==> src/rtl/vector_issue_queue_pkg.sv <==
// Shared vector-unit definitions: instruction format, functional-unit codes and
// the legal micro-op sets used by both the issue-side screen and vector-side checks.
package vector_pkg;

  typedef enum logic [1:0] {
    MEM_FU = 2'd0,
    INT_FU = 2'd1,
    FP_FU  = 2'd2,
    FXP_FU = 2'd3
  } vec_fu_e;

  typedef struct packed {
    logic        reconfigure;
    vec_fu_e     fu;
    logic [6:0]  microop;
    logic [21:0] operand;
  } to_vector;

  localparam logic [6:0] VEC_BUBBLE_UOP = 7'b1111111;

  // One bit per micro-op code; a set bit marks the code as legal for that FU.
  localparam logic [127:0] VEC_MEM_UOPS = 128'h0000_FFFF;
  localparam logic [127:0] VEC_INT_UOPS = 128'h00FF_FFFF;
  localparam logic [127:0] VEC_FP_UOPS  = 128'h000F_FFFF;

  localparam logic [1:0] CAUSE_FXP = 2'd0;
  localparam logic [1:0] CAUSE_MEM = 2'd1;
  localparam logic [1:0] CAUSE_INT = 2'd2;
  localparam logic [1:0] CAUSE_FP  = 2'd3;

  function automatic logic vec_uop_legal(input vec_fu_e fu, input logic [6:0] uop);
    logic legal;
    legal = 1'b0;
    case (fu)
      MEM_FU:  legal = VEC_MEM_UOPS[uop];
      INT_FU:  legal = VEC_INT_UOPS[uop];
      FP_FU:   legal = VEC_FP_UOPS[uop];
      default: legal = 1'b0;
    endcase
    return legal;
  endfunction

endpackage

==> src/rtl/vector_uop_screen.sv <==
// Combinational legality screen applied to every instruction before it is queued.
module vector_uop_screen
  import vector_pkg::*;
(
  input  to_vector   instr,
  output logic       is_bubble,
  output logic       illegal,
  output logic [1:0] cause
);

  logic unused_operand;
  assign unused_operand = ^instr.operand;

  // FXP rejection outranks the bubble pattern; reconfigure bypasses the uop sets.
  always_comb begin
    is_bubble = 1'b0;
    illegal   = 1'b0;
    cause     = '0;
    if (instr.fu == FXP_FU) begin
      illegal = 1'b1;
      cause   = CAUSE_FXP;
    end else if (!instr.reconfigure) begin
      if (instr.microop == VEC_BUBBLE_UOP) begin
        is_bubble = 1'b1;
      end else if (!vec_uop_legal(instr.fu, instr.microop)) begin
        illegal = 1'b1;
        case (instr.fu)
          MEM_FU:  cause = CAUSE_MEM;
          INT_FU:  cause = CAUSE_INT;
          default: cause = CAUSE_FP;
        endcase
      end
    end
  end

endmodule

==> src/rtl/vector_issue_queue.sv <==
// Scalar-side FIFO feeding the vector unit: screens, buffers and presents the
// oldest legal instruction; the vector unit dequeues it with pop.
module vector_issue_queue
  import vector_pkg::*;
#(
  parameter int unsigned DEPTH = 4,
  localparam int unsigned CNT_W = $clog2(DEPTH + 1)
) (
  input  logic             clk,
  input  logic             rst,
  input  logic             push_valid,
  input  to_vector         push_instr,
  output logic             push_ready,
  output logic             valid_out,
  output to_vector         instr_out,
  input  logic             pop,
  output logic             illegal_drop,
  output logic [1:0]       drop_cause,
  output logic             pop_err,
  output logic [CNT_W-1:0] count
);

  localparam int unsigned      PTR_W    = $clog2(DEPTH);
  localparam logic [PTR_W-1:0] LAST_PTR = PTR_W'(DEPTH - 1);
  localparam logic [CNT_W-1:0] FULL_CNT = CNT_W'(DEPTH);

  to_vector         mem [DEPTH];
  logic [PTR_W-1:0] rd_ptr;
  logic [PTR_W-1:0] wr_ptr;
  logic             is_bubble;
  logic             illegal;
  logic [1:0]       cause;
  logic             push_acc;
  logic             write_en;
  logic             pop_acc;

  vector_uop_screen u_screen (
    .instr     (push_instr),
    .is_bubble (is_bubble),
    .illegal   (illegal),
    .cause     (cause)
  );

  function automatic logic [PTR_W-1:0] ptr_inc(input logic [PTR_W-1:0] p);
    return (p == LAST_PTR) ? '0 : p + PTR_W'(1);
  endfunction

  assign push_ready = (count != FULL_CNT);
  assign valid_out  = (count != '0);
  assign instr_out  = valid_out ? mem[rd_ptr] : '0;
  assign push_acc   = push_valid && push_ready;
  assign write_en   = push_acc && !illegal && !is_bubble;
  assign pop_acc    = pop && valid_out;

  // Storage is not reset; the pointer/count flush makes stale entries unreachable.
  always_ff @(posedge clk) begin
    if (write_en) begin
      mem[wr_ptr] <= push_instr;
    end
  end

  always_ff @(posedge clk) begin
    if (rst) begin
      rd_ptr       <= '0;
      wr_ptr       <= '0;
      count        <= '0;
      illegal_drop <= 1'b0;
      drop_cause   <= '0;
      pop_err      <= 1'b0;
    end else begin
      if (write_en) begin
        wr_ptr <= ptr_inc(wr_ptr);
      end
      if (pop_acc) begin
        rd_ptr <= ptr_inc(rd_ptr);
      end
      case ({write_en, pop_acc})
        2'b10:   count <= count + CNT_W'(1);
        2'b01:   count <= count - CNT_W'(1);
        default: count <= count;
      endcase
      illegal_drop <= push_acc && illegal;
      drop_cause   <= (push_acc && illegal) ? cause : '0;
      pop_err      <= pop && !valid_out;
    end
  end

endmodule
==> config.mk <==
export PLATFORM = sky130hd
export DESIGN_NAME = vector_issue_queue
export DESIGN_NICKNAME = d
export VERILOG_FILES = /design/src/rtl/vector_issue_queue_pkg.sv /design/src/rtl/vector_uop_screen.sv /design/src/rtl/vector_issue_queue.sv
export SDC_FILE = /design/constraint.sdc
export NUM_CORES = 1
export LEC_CHECK = 0
export ABC_AREA = 1
export BUFFER_PORTS_ARGS = -buffer_cell sky130_fd_sc_hd__buf_2
export CORE_MARGIN = 1
export CORE_UTILIZATION = 45
export DETAILED_ROUTE_END_ITERATION = 7
export GPL_ROUTABILITY_DRIVEN = 0
export MAX_ROUTING_LAYER = met4
export PLACE_DENSITY = 0.72
export SYNTH_ARGS = -nofsm -noshare
export SYNTH_HDL_FRONTEND = slang
export SYNTH_SLANG_ARGS = --single-unit
==> constraint.sdc <==
create_clock -name clk -period 3.4 [get_ports clk]
set_input_delay 0.34 -clock clk [delete_from_list [all_inputs] [get_ports clk]]
set_output_delay 0.34 -clock clk [all_outputs]
set_load 0.02 [all_outputs]
==> results.py <==
metrics = {
    "clock_network": {
        "clk_latency_ns": 0.41,
        "numCtsBuffers": 17,
        "post_cts.repair.setup_buffers": 0,
        "clockRootBuffer": "clkbuf_16",
        "cts_resized": 0,
        "path_clk_slew_ns": 0.05,
        "cts_tree": "done",
        "cts.htree.levels": 4,
        "clock_path_buffers": 2,
        "cts_hold_buf": 0,
        "clock_sinks": 141,
    },
    "grt": {
        "overflow": 0,
        "track_usage_pct": 19.8,
        "grt_pass1_vias": 3629,
        "grt_pass1_wl_um": 18400,
        "antenna_found_initial": 1,
        "grt_max_degree": 65,
    },
    "sta": {
        "worst_pin_slew_ns": 0.943,
        "drv_slew": 0,
        "skew_ns": 0.00677,
        "relSlewSlack_pct": 37.2,
        "period_minus_slack_ns": 2.49,
        "post-route-period-util_pct": 73.2,
        "holdWs_ns": 0.109,
        "rsz0062_at_grt": "false",
        "setup_violations": 0,
        "clock.fmax_ghz": 0.402,
        "fin_setup_tns_ns": 0,
        "hold_viol_final": 0,
    },
    "power_and_ir_drop": {
        "p_comb_share_pct": 27.2,
        "power.share.sequential_pct": 38.1,
        "p_clk_share_pct": 34.7,
        "irDropWorstVdd_v": 0.000478,
        "swShare_pct": 31.8,
        "switchingPower_mw": 1.67,
        "finalPower_mw": 5.26,
        "cell_internal_pwr_mw": 3.59,
        "p_leak_nw": 2.58,
        "p_per_area_nw_per_um2": 767,
    },
    "logic_synthesis": {
        "netlist_area_sq_um": 5700,
        "synthCells": 474,
        "syn_area_per_cell_sq_um": 12.0,
        "seq_area_frac_synth_pct": 72.0,
        "synth_cell_types": 25,
        "syn-num-nets": 517,
        "ys_warn_count": 0,
        "synth_seq_cells": 141,
    },
    "worst_setup_path": {
        "reg2regPathDepth": 12,
        "worstReg2RegEnd": "count[2]$_SDFFE_PP0P_",
        "cp_slowest_cell": "inv_2",
        "cp.required_ns": 3.06,
        "cp_max_fo": 64,
        "crit_path_max_incr_delay_ns": 0.66,
        "crit_path_end_kind": "primary output",
        "crit_path_start_kind": "register",
        "rrSetupSlack_ns": 1.23,
        "timing.rr.start": "count[0]$_SDFFE_PP0P_",
        "path_cells": "inv_2, o21ai_0, a21oi_1, buf_2",
        "critical_path_arrival_ns": 2.15,
        "worstSetupPathType": "reg2out",
    },
    "floorplanning": {
        "ioPinCount": 77,
        "num_rows": 40,
        "die_h_um": 115,
        "fp.coreArea_sq_um": 12200,
        "dieArea_sq_um": 13100,
        "die_w_um": 115,
        "start_util_pct": 46.9,
    },
    "layout": {
        "drive_gt1_share_pct": 21.9,
        "syn2layout_area_growth_pct": 20.4,
        "fin_nets": 598,
        "fillers": 993,
        "finalInstanceArea_sq_um": 6860,
        "final_cells": 735,
    },
    "routing": {
        "wl_um": 11700,
        "detail-route-antenna-nets": 0,
        "firstDrtPassIters": 4,
        "vias": 3689,
        "post-route-drc-count": 0,
        "wl_per_cell_um": 15.9,
        "drt_iter0_markers": 191,
        "routed_via_density": 5.02,
    },
    "flow_run": {
        "cap_viol_max_count": 0,
    },
    "worst_hold_path": {
        "hold_start": "rst",
        "whs_endpoint": "count[1]$_SDFFE_PP0P_",
        "hp-class": "in2reg",
        "hold_depth": 2,
    },
    "placement": {
        "hpwl_um": 7010,
        "numPortBuffers": 76,
        "dp.cells": 704,
        "dpl_cell_area_sq_um": 6280,
    },
    "status": {
        "status": "finished clean",
    },
}
==> through the flow <==
stage                     util, %  worst slack (ns)
after floorplan                 -             0.654
after global placement       51.6              1.08
final                        56.4             0.912
after detailed placement     51.6              1.04
after CTS                    56.4             0.919
after global routing         56.4             0.725
==> registers in the layout, indices dropped and copies added (netlist names), named ones only <==
signal / cells
mem: 128
pop_err: 1
wr_ptr: 2
rd_ptr: 2
count: 3
drop_cause: 2
illegal_drop: 1
==> cell usage after synthesis <==
cell type	instances	area, sq um
o21ai_1	3	15.0
nand2_1	16	60.1
inv_2	3	11.3
nand3_1	1	5.00
fa_1	1	20.0
o211a_1	1	10.0
o21ai_0	66	330
a21boi_4	1	18.8
a21oi_1	39	195
nor2_2	2	12.5
nand4_1	3	18.8
buf_4	4	30.0
nor2_1	142	533
ha_1	6	75.1
clkbuf_1	8	30.0
nor3b_1	1	7.51
inv_1	20	75.1
a21oi_2	1	8.76
buf_2	5	25.0
buf_6	6	67.6
nand2_4	1	11.3
dfxtp_1	13	260
edfxtp_1	128	3840
nand3_4	1	17.5
nand3_2	2	20.0
==> power groups by stage <==
| stage | clock, mW | combinational, mW | sequential [mW] |
|---|---|---|---|
| global route | 1.93 | 1.58 | 2.01 |
| global placement | 0 | 1.42 | 2.04 |
| CTS | 1.86 | 1.45 | 2.01 |
| detailed placement | 0 | 1.44 | 2.04 |
| floorplan | 0 | 1.00 | 2.05 |
| finish | 1.83 | 1.43 | 2.01 |
==> placed cells by master (no fill, tap or decap), types with 2 or more instances in the layout <==
cell type,count
nor2_1,138
edfxtp_1,128
buf_2,76
o21ai_0,66
a21oi_1,39
inv_1,20
clkbuf_16,17
nand2_1,16
dfxtp_1,12
ha_1,6
buf_4,6
nor2_4,4
bufinv_16,4
clkinv_1,4
inv_2,3
o21ai_1,3
nand4_1,3
clkbuf_1,3
buf_12,3
nor2_2,2
nand3_2,2
==> area by class of cell <==
class                   instances  area (sq um)  area share (%)
repair buffers                 85           485            7.07
clock buffers                  20           437            6.36
flip-flops and latches        141          4110            59.8
diodes                          1          2.50          0.0365
clock inverters                10           148            2.15
well taps                     168           210            3.06
inverters                      23          86.3            1.26
multi-input cells             287          1390            20.2
==> layer usage <==
layer  vias up  wire length (um)  track usage (%)
met4         0                82             9.00
met2       108              5840             31.5
li1       1823                 -                -
met5         -                 0                -
met3         8               649             4.61
met1      1750              5090             24.1
==> how the worst max path moves through the flow <==
stage                     startpoint                     to  slack (ns)  depth (start not counted)
2_1_floorplan  count[1]$_SDFFE_PP0P_    mem[0][0]$_DFFE_PP_        0.65                          6
3_3_place_gp          push_instr[23]  count[2]$_SDFFE_PP0P_        1.08                         14
3_5_place_dp          push_instr[27]  count[2]$_SDFFE_PP0P_        1.04                         14
4_1_cts                     register          instr_out[24]        0.92                          4
5_1_grt                     register          instr_out[24]        0.72                          6
6_report                    register          instr_out[24]        0.91                          4
==> cell families after synthesis <==
family / synth area share [%]
AOI/OAI and AO/OA: 10.1
adders and majority gates: 1.67
buffers and inverters: 4.19
DFF: 72.0
and+or+nand+nor: 12.0
==> critical path: cells and delay by family (launching register included) <==
family / cells / cell delay (ns)
compound gates: 2 / 0.52
flops: 1 / 0.32
buf+inv: 2 / 0.88
No activity file was read; power rests on OpenSTA's default activity.
